===== config.mk =====
export PLATFORM = sky130hd
export DESIGN_NAME = dice_tile_cfg_loader_flat
export DESIGN_NICKNAME = d
export VERILOG_FILES = /design/src/rtl/dice_cfg_pkg.sv /design/src/rtl/dice_tile_cfg_loader_if.sv /design/src/rtl/dice_tile_cfg_loader_shadow_bank.sv /design/src/rtl/dice_tile_cfg_loader.sv /design/src/flat_wrapper.sv
export SDC_FILE = /design/constraint.sdc
export NUM_CORES = 2
export LEC_CHECK = 0
export BUFFER_PORTS_ARGS = -buffer_cell sky130_fd_sc_hd__buf_2
export CAP_MARGIN = 20
export CORE_MARGIN = 4
export CORE_UTILIZATION = 56
export CTS_CLUSTER_SIZE = 24
export DETAILED_ROUTE_END_ITERATION = 10
export GPL_TIMING_DRIVEN = 0
export PLACE_DENSITY = 0.79
export SYNTH_ARGS = -nofsm -noshare
export SYNTH_HDL_FRONTEND = slang
export SYNTH_SLANG_ARGS = --single-unit
export TNS_END_PERCENT = 5

===== constraint.sdc =====
create_clock -name clk -period 2.8 [get_ports clk]
set_input_delay 0.56 -clock clk [delete_from_list [all_inputs] [get_ports clk]]
set_output_delay 0.56 -clock clk [all_outputs]
set_load 0.01 [all_outputs]

===== src/rtl/dice_cfg_pkg.sv =====
// Shared widths, loader state encoding and tile config type for the dice tile config loader.
package dice_cfg_pkg;

    localparam int TILE_CFG_W     = 156;
    localparam int CFG_WORD_W     = 32;
    localparam int WORDS_PER_TILE = (TILE_CFG_W + CFG_WORD_W - 1) / CFG_WORD_W;
    localparam int WORD_IDX_W     = $clog2(WORDS_PER_TILE);
    // Bits of the final word of a tile that land in the shadow; the rest are dropped.
    localparam int LAST_W_BITS    = TILE_CFG_W - CFG_WORD_W * (WORDS_PER_TILE - 1);

    typedef enum logic [1:0] {
        IDLE   = 2'd0,
        LOAD   = 2'd1,
        COMMIT = 2'd2
    } loader_state_e;

    typedef logic [TILE_CFG_W-1:0] tile_cfg_t;

endpackage


===== src/rtl/dice_tile_cfg_loader_if.sv =====
// Config stream and status bundle between a config source (master) and the loader (slave).
// Parity signals exist only when DICE_CFG_PARITY_EN is defined.
interface dice_tile_cfg_loader_if
    import dice_cfg_pkg::*;
#(
    parameter int NUM_TILES = 4
) ();

    logic                            cfg_start;
    logic                            cfg_abort;
    logic                            cfg_valid;
    logic [CFG_WORD_W-1:0]           cfg_data;
    logic                            cfg_ready;
    logic                            cfg_busy;
    logic                            cfg_done;
    logic [NUM_TILES*TILE_CFG_W-1:0] tile_cfg;
`ifdef DICE_CFG_PARITY_EN
    logic                            cfg_parity;
    logic                            cfg_err;

    modport master (
        output cfg_start, cfg_abort, cfg_valid, cfg_data, cfg_parity,
        input  cfg_ready, cfg_busy, cfg_done, tile_cfg, cfg_err
    );

    modport slave (
        input  cfg_start, cfg_abort, cfg_valid, cfg_data, cfg_parity,
        output cfg_ready, cfg_busy, cfg_done, tile_cfg, cfg_err
    );
`else
    modport master (
        output cfg_start, cfg_abort, cfg_valid, cfg_data,
        input  cfg_ready, cfg_busy, cfg_done, tile_cfg
    );

    modport slave (
        input  cfg_start, cfg_abort, cfg_valid, cfg_data,
        output cfg_ready, cfg_busy, cfg_done, tile_cfg
    );
`endif

endinterface


===== src/rtl/dice_tile_cfg_loader_shadow_bank.sv =====
// Per-tile shadow registers with word-write decode and an atomic parallel copy to the active outputs.
module dice_cfg_shadow_bank
    import dice_cfg_pkg::*;
#(
    parameter int NUM_TILES  = 4,
    parameter int TILE_IDX_W = (NUM_TILES > 1) ? $clog2(NUM_TILES) : 1
) (
    input  logic                            clk,
    input  logic                            rst,
    input  logic                            i_wr_en,
    input  logic [TILE_IDX_W-1:0]           i_tile_idx,
    input  logic [WORD_IDX_W-1:0]           i_word_idx,
    input  logic [CFG_WORD_W-1:0]           i_wr_data,
    input  logic                            i_commit,
    output logic [NUM_TILES*TILE_CFG_W-1:0] o_tile_cfg
);

    tile_cfg_t                       r_shadow [NUM_TILES];
    logic [NUM_TILES*TILE_CFG_W-1:0] r_active;
    logic                            w_unused_hi;

    // Upper bits of the last word of each tile have no home in the shadow.
    assign w_unused_hi = ^i_wr_data[CFG_WORD_W-1:LAST_W_BITS];
    assign o_tile_cfg  = r_active;

    always_ff @(posedge clk) begin
        if (rst) begin
            for (int unsigned t = 0; t < NUM_TILES; t++) begin
                r_shadow[t] <= '0;
            end
            r_active <= '0;
        end else begin
            if (i_wr_en) begin
                for (int unsigned t = 0; t < NUM_TILES; t++) begin
                    if (i_tile_idx == TILE_IDX_W'(t)) begin
                        for (int unsigned w = 0; w < WORDS_PER_TILE - 1; w++) begin
                            if (i_word_idx == WORD_IDX_W'(w)) begin
                                r_shadow[t][w*CFG_WORD_W +: CFG_WORD_W] <= i_wr_data;
                            end
                        end
                        if (i_word_idx == WORD_IDX_W'(WORDS_PER_TILE - 1)) begin
                            r_shadow[t][TILE_CFG_W-1 -: LAST_W_BITS] <= i_wr_data[LAST_W_BITS-1:0];
                        end
                    end
                end
            end
            if (i_commit) begin
                for (int unsigned t = 0; t < NUM_TILES; t++) begin
                    r_active[t*TILE_CFG_W +: TILE_CFG_W] <= r_shadow[t];
                end
            end
        end
    end

endmodule


===== src/rtl/dice_tile_cfg_loader.sv =====
// Streams 32-bit config words into per-tile shadows and commits a full frame atomically to tile_cfg.
// Optional word parity checking is enabled by defining DICE_CFG_PARITY_EN.
module dice_tile_cfg_loader
    import dice_cfg_pkg::*;
#(
    parameter int NUM_TILES = 4
) (
    input  logic                    clk,
    input  logic                    rst,
    dice_tile_cfg_loader_if.slave   cfg
);

    localparam int TILE_IDX_W = (NUM_TILES > 1) ? $clog2(NUM_TILES) : 1;

    loader_state_e           r_state;
    logic [TILE_IDX_W-1:0]   r_tile_cnt;
    logic [WORD_IDX_W-1:0]   r_word_cnt;
    logic                    r_done;
    logic                    w_accept;
    logic                    w_par_err;
    logic                    w_abort;
    logic                    w_write;
    logic                    w_word_last;
    logic                    w_tile_last;

    assign w_accept = cfg.cfg_valid && (r_state == LOAD);

`ifdef DICE_CFG_PARITY_EN
    logic r_err;

    assign w_par_err   = w_accept && ((^cfg.cfg_data) != cfg.cfg_parity);
    assign cfg.cfg_err = r_err;

    always_ff @(posedge clk) begin
        if (rst) begin
            r_err <= 1'b0;
        end else if (r_state == IDLE && cfg.cfg_start) begin
            r_err <= 1'b0;
        end else if (w_par_err) begin
            r_err <= 1'b1;
        end
    end
`else
    assign w_par_err = 1'b0;
`endif

    // Abort (or a bad-parity word) takes priority over the word handshaked in the same cycle.
    assign w_abort     = (r_state == LOAD) && (cfg.cfg_abort || w_par_err);
    assign w_write     = w_accept && !w_abort;
    assign w_word_last = (r_word_cnt == WORD_IDX_W'(WORDS_PER_TILE - 1));
    assign w_tile_last = (r_tile_cnt == TILE_IDX_W'(NUM_TILES - 1));

    assign cfg.cfg_ready = (r_state == LOAD);
    assign cfg.cfg_busy  = (r_state != IDLE);
    assign cfg.cfg_done  = r_done;

    always_ff @(posedge clk) begin
        if (rst) begin
            r_state    <= IDLE;
            r_tile_cnt <= '0;
            r_word_cnt <= '0;
            r_done     <= 1'b0;
        end else begin
            r_done <= 1'b0;
            case (r_state)
                IDLE: begin
                    if (cfg.cfg_start) begin
                        r_state    <= LOAD;
                        r_tile_cnt <= '0;
                        r_word_cnt <= '0;
                    end
                end
                LOAD: begin
                    if (w_abort) begin
                        r_state <= IDLE;
                    end else if (w_write) begin
                        if (w_word_last) begin
                            r_word_cnt <= '0;
                            r_tile_cnt <= r_tile_cnt + 1'b1;
                            if (w_tile_last) begin
                                r_state <= COMMIT;
                            end
                        end else begin
                            r_word_cnt <= r_word_cnt + 1'b1;
                        end
                    end
                end
                COMMIT: begin
                    r_state <= IDLE;
                    r_done  <= 1'b1;
                end
                default: r_state <= IDLE;
            endcase
        end
    end

    dice_cfg_shadow_bank #(
        .NUM_TILES  (NUM_TILES),
        .TILE_IDX_W (TILE_IDX_W)
    ) u_shadow_bank (
        .clk        (clk),
        .rst        (rst),
        .i_wr_en    (w_write),
        .i_tile_idx (r_tile_cnt),
        .i_word_idx (r_word_cnt),
        .i_wr_data  (cfg.cfg_data),
        .i_commit   (r_state == COMMIT),
        .o_tile_cfg (cfg.tile_cfg)
    );

endmodule


===== src/flat_wrapper.sv =====
// flat-port wrapper written by rule: the top's interface ports become plain ports
module dice_tile_cfg_loader_flat import dice_cfg_pkg::*;
#(
    parameter int NUM_TILES = 4
)
  (clk, rst, cfg_cfg_start, cfg_cfg_abort, cfg_cfg_valid, cfg_cfg_data, cfg_cfg_ready, cfg_cfg_busy, cfg_cfg_done, cfg_tile_cfg);
  dice_tile_cfg_loader_if #(.NUM_TILES(NUM_TILES)) cfg_i ();
  input  logic clk;
  input  logic rst;
  input wire logic [$bits(cfg_i.cfg_start)-1:0] cfg_cfg_start;
  input wire logic [$bits(cfg_i.cfg_abort)-1:0] cfg_cfg_abort;
  input wire logic [$bits(cfg_i.cfg_valid)-1:0] cfg_cfg_valid;
  input wire logic [$bits(cfg_i.cfg_data)-1:0] cfg_cfg_data;
  output wire logic [$bits(cfg_i.cfg_ready)-1:0] cfg_cfg_ready;
  output wire logic [$bits(cfg_i.cfg_busy)-1:0] cfg_cfg_busy;
  output wire logic [$bits(cfg_i.cfg_done)-1:0] cfg_cfg_done;
  output wire logic [$bits(cfg_i.tile_cfg)-1:0] cfg_tile_cfg;
  assign cfg_i.cfg_start = cfg_cfg_start;
  assign cfg_i.cfg_abort = cfg_cfg_abort;
  assign cfg_i.cfg_valid = cfg_cfg_valid;
  assign cfg_i.cfg_data = cfg_cfg_data;
  assign cfg_cfg_ready = cfg_i.cfg_ready;
  assign cfg_cfg_busy = cfg_i.cfg_busy;
  assign cfg_cfg_done = cfg_i.cfg_done;
  assign cfg_tile_cfg = cfg_i.tile_cfg;
  dice_tile_cfg_loader #(.NUM_TILES(NUM_TILES)) u_core (.clk(clk), .rst(rst), .cfg(cfg_i));
endmodule

Yosys cells after proc, flatten, opt, wreduce, memory -nomap -nowiden
Memory sizes are Yosys's and may differ from the RTL's. A register that Yosys moved wholly into a read port is not among the register bits.
Cells that the tools add are included.
{"block": "op_classes", "add_sub_neg": 2, "eq_ne": 16, "n_mux": 124, "n_bitwise": 20, "reduce_logical": 12}
{"cell": "32-bit two-way mux", "count": 16}
{"cell": "28-bit two-way mux", "count": 4}
{"cell": "1-bit two-way mux", "count": 88}
{"cell": "1-bit bitwise OR", "count": 20}
{"cell": "2-bit two-way mux", "count": 9}
{"cell": "3-bit two-way mux", "count": 4}
{"cell": "3-bit by 1-bit != test with 1-bit output, second input constant", "count": 3}
{"cell": "2-bit case mux with 2 select lines", "count": 2}
{"cell": "4-bit AND reduction", "count": 2}
{"cell": "2-bit == test, second input constant", "count": 3}
{"cell": "3-bit by 2-bit == test with 1-bit output, second input constant", "count": 2}
{"cell": "3-bit case mux with 2 select lines", "count": 1}
{"cell": "5-bit AND reduction", "count": 1}
{"cell": "2-bit by 1-bit == test with 1-bit output, second input constant", "count": 2}
{"cell": "2-bit logical NOT", "count": 2}
{"cell": "2-bit by 1-bit != test with 1-bit output, second input constant", "count": 2}
{"cell": "2-bit != test, second input constant", "count": 2}
{"cell": "2-bit nonzero test", "count": 2}
{"cell": "3-bit by 1-bit adder with 3-bit output, second input constant", "count": 1}
{"cell": "3-bit by 1-bit == test with 1-bit output, second input constant", "count": 1}
{"cell": "3-bit == test, second input constant", "count": 1}
{"cell": "1-bit logical AND", "count": 3}
{"cell": "3-bit logical NOT", "count": 1}
{"cell": "2-bit by 1-bit adder with 2-bit output, second input constant", "count": 1}
{"cell": "1-bit logical NOT", "count": 1}
{"block": "word_totals", "register_bits": 8, "ramBits": 624, "inputBits": 37, "output_inout_bits": 627, "memories": 1}
{"name": "u_core.u_shadow_bank.r_shadow", "words": 4, "word_bits": 156, "read_ports": 4, "rd_clocked_by_memory_dff": 4, "write_ports": 4, "line_no": "dice_tile_cfg_loader_shadow_bank.sv:18", "source": "tile_cfg_t r_shadow [NUM_TILES];"}

Depth between registers and ports, before layout
{"block": "depth", "word_depth": 8, "depth_mapped": 7}

Cells and area by module
A second synthesis with hierarchy kept.
{"block": "unflattened", "cells_unflattened": 3578, "hier_area_um2": 46010.4}
{"mod": "dice_cfg_shadow_bank", "n_inst": 1, "cells_each": 3531, "area_each_um2": 45570.0, "seq_area_each_um2": 31230.0}
{"mod": "dice_tile_cfg_loader", "n_inst": 1, "cells_each": 47, "area_each_um2": 440.4, "seq_area_each_um2": 160.2}

Least setup slack after synthesis
No wires, ideal clock.
{"block": "synth_path", "path_type": "input port to flip-flop", "startpoint": "input port rst", "endpoint": "memory u_core.u_shadow_bank.r_shadow[0][0] (netlist bit), enable pin", "setup_ps": 388, "arrival_time_ps": 1993, "required_time_ps": 2412, "path_slack_ps": 419, "path_stages": 4, "path_buffers": 3, "cell_sequence": "buf_2 clkbuf_1 buf_1 a21o_1"}
{"item": "start, declared", "line_no": "flat_wrapper.sv:9", "source": "input logic rst;"}
{"item": "end, declared", "line_no": "dice_tile_cfg_loader_shadow_bank.sv:18"}

==> impl_metrics.json <==
{
  "grt_pass1_wl_microns": 218000,
  "grt_overflow": 0,
  "drv_cap": 0,
  "rows": 102,
  "syn2layout_area_growth_pct": 20.2,
  "setup_ws_ns": -0.0127,
  "firstDrtPassIters": 8,
  "dpl.hpwl_microns": 110000,
  "place_ws_ns": -0.272,
  "fin_area_sq_um": 53000,
  "cts_tree": "done",
  "finalNetCount": 5130,
  "endpoint_kind": "flop",
  "viasPerCell": 5.68,
  "fin_setup_tns_ns": -0.0568,
  "power_frac_seq": 0.538,
  "drive_above_1_share": 0.196,
  "slew_violations": 0,
  "ys_async_sr_fraction": 0,
  "track_usage": 0.362,
  "place_inst": 6004,
  "die_h_microns": 289,
  "power_switching_mw": 7.96,
  "synth_edf_count": 624,
  "p_comb_frac": 0.024,
  "critPathMaxFanout": 32,
  "gp_congestion": 0.909,
  "ios": 664,
  "swShare": 0.218,
  "vias": 35400,
  "internal-power_mw": 28.6,
  "synth_seq_cells": 1256,
  "final_core_util": 0.682,
  "clk_pin_slew_ns": 0.07,
  "failed_checks": "negative setup slack",
  "outcome": "finished with violations",
  "drc": 0,
  "postCtsHoldBufs": 0,
  "timing.final.crit_period_ns": 2.81,
  "postRouteAntennaNets": 0,
  "arrival_ns": 3.11,
  "timing.fmax_mhz": 356,
  "worst_slew_pin_slew_ns": 1.08,
  "cts_root_buffer": "clkbuf_16",
  "clock-sinks": 1256,
  "grt_pass1_vias": 33600,
  "wire_per_inst_microns": 24.8,
  "cts_setup_buffers": 0,
  "drt_iter0_drc": 3992,
  "peakVddDrop_mv": 0.548,
  "maxSlewHeadroom": 0.277,
  "placed_cell_area_sq_um": 49000,
  "finalPower_mw": 36.6,
  "grt_max_degree": 33,
  "stdcell_count": 6240,
  "startpoint_type": "flop",
  "htreeDepth": 3,
  "seq_area_frac_synth": 0.712,
  "synth.distinct_cells": 31,
  "power.density_nw_per_um2": 690,
  "cts_buffer_depth": 3,
  "p_clk_frac": 0.438,
  "yosys_warnings": 0,
  "hp-class": "in2reg",
  "synthCells": 4287,
  "drt-total-wl_microns": 155000,
  "min_period_over_period": 1.00,
  "hold_viol": 0,
  "die_area_sq_um": 83200,
  "cp.required_ns": 3.10,
  "syn_avg_cell_area_sq_um": 10.3,
  "p_leak_nw": 20.0,
  "ys_dominant_reg_cell": "dfxtp_1",
  "fin_hold_ws_ns": 0.362,
  "die_width_microns": 289,
  "core_sq_um": 77700,
  "synth_nets": 4333,
  "path_class": "reg2reg",
  "clock_latency_ns": 0.71,
  "syn-cell-area_sq_um": 44100,
  "start_util": 0.567,
  "io_buffer_count": 662,
  "finClkSkew_ns": 0.0361,
  "fill_cells": 5758,
  "rsz0062_at_grt": "true",
  "setup_violations": 9,
  "cts_buffers": 118,
  "antenna_found_initial": 16
}
==> flip-flops by register name, summed over array words and instances, names as in the netlist <==
name                             cells
u_core.u_shadow_bank.o_tile_cfg    139
u_core.u_shadow_bank.r_shadow      624
u_core.r_state                       2
u_core.r_word_cnt                    3
cfg_tile_cfg                       485
u_core.cfg.cfg_done                  1
u_core.r_tile_cnt                    2
==> layout make-up <==
cell class,count,area (sq um),area share
well taps,1040,1300,0.0246
repair buffers,677,3660,0.0690
diodes,11,27.5,0.000520
flip-flops and latches,1256,31400,0.593
multi-input cells,2725,11400,0.215
clock buffers,166,3380,0.0638
plain buffers,301,1310,0.0247
clock inverters,59,509,0.00961
inverters,5,18.8,0.000354
==> worst paths after layout <==
kind	to	cells past startpoint	slack, ns	from
hold / removal	u_core.r_state[0]$_SDFFE_PP0P_	3	0.36	cfg_cfg_start
setup reg to reg	u_core.u_shadow_bank.r_shadow[0][95]$_SDFFCE_PN0P_	6	-0.01	u_core.r_word_cnt[0]$_SDFFE_PP0P_
setup / recovery	u_core.u_shadow_bank.r_shadow[0][95]$_SDFFCE_PN0P_	6	-0.01	u_core.r_word_cnt[0]$_SDFFE_PP0P_
hold reg to reg	cfg_tile_cfg[409]$_SDFFE_PP0P_	2	0.45	cfg_tile_cfg[409]$_SDFFE_PP0P_
==> worst max-delay path: stages, from the launching register on <==
cell and delay [ns]:
dfxtp_1 0.34, inv_1 0.11, ha_1 0.15, nor2b_1 0.11
clkbuf_1 0.42, clkbuf_1 0.43, a21o_2 0.80
==> timing repair <==
| item | in CTS | in global routing |
|---|---|---|
| pin swaps | 0 | 0 |
| resized for setup | 5 | 6 |
| endpoints found under the setup margin | 106 | 240 |
| cloned | 0 | 0 |
==> Yosys cell counts, types with 5 or more instances <==
| cell type | n | area [sq um] |
|---|---|---|
| ha_1 | 9 | 113 |
| nand2_1 | 1409 | 5290 |
| a21oi_1 | 628 | 3140 |
| nor2_1 | 602 | 2260 |
| nor2b_1 | 5 | 31.3 |
| nand3_1 | 6 | 30.0 |
| clkbuf_1 | 152 | 571 |
| a21o_1 | 15 | 113 |
| inv_1 | 5 | 18.8 |
| a31o_2 | 5 | 43.8 |
| buf_2 | 129 | 646 |
| edfxtp_1 | 624 | 18700 |
| and2_1 | 29 | 181 |
| dfxtp_1 | 632 | 12700 |
| buf_1 | 18 | 67.6 |
==> cell usage in the layout (no fill, tap or decap), types with 3 or more instances in the layout <==
| cell type | Yosys | final |
|---|---|---|
| a21o_1 | 15 | 3 |
| a21o_2 | 0 | 10 |
| a21oi_1 | 628 | 628 |
| a31o_2 | 5 | 5 |
| and2_1 | 29 | 29 |
| buf_1 | 18 | 17 |
| buf_16 | 0 | 9 |
| buf_2 | 129 | 791 |
| buf_8 | 0 | 5 |
| bufinv_16 | 0 | 5 |
| clkbuf_1 | 152 | 175 |
| clkbuf_16 | 0 | 121 |
| clkbuf_2 | 0 | 5 |
| clkbuf_8 | 0 | 18 |
| clkinv_1 | 0 | 15 |
| clkinv_2 | 0 | 24 |
| dfxtp_1 | 632 | 632 |
| diode_2 | 0 | 11 |
| edfxtp_1 | 624 | 624 |
| ha_1 | 9 | 9 |
| inv_1 | 5 | 5 |
| inv_6 | 0 | 6 |
| nand2_1 | 1409 | 1409 |
| nand3_1 | 6 | 6 |
| nor2_1 | 602 | 602 |
| nor2b_1 | 5 | 5 |
==> power by group through the flow <==
stage,clock [mW],combinational (mW),sequential [mW]
final,16.0,0.877,19.7
after detailed placement,0,0.849,20.1
after global placement,0,0.788,20.1
after global routing,16.8,0.900,19.7
after CTS,16.0,0.855,19.7
after floorplan,0,0.361,20.0
==> logic make-up after synthesis <==
family / Yosys count / synth area share
buffers and inverters: 306 / 0.0300
AO/OA/AOI/OAI: 655 / 0.0762
flip-flops: 1256 / 0.712
adder cells (fa/ha/maj): 9 / 0.00256
AND/OR/NAND/NOR: 2061 / 0.179
==> layer usage <==
| metal | GRT usage | wire, microns | up-vias |
|---|---|---|---|
| li1 | - | - | 15700 |
| met1 | 0.451 | 55100 | 17100 |
| met2 | 0.580 | 71900 | 2140 |
| met3 | 0.0935 | 18100 | 423 |
| met4 | 0.205 | 9800 | 8 |
| met5 | 0 | 48 | - |
Power figures use the tool's default switching activity.
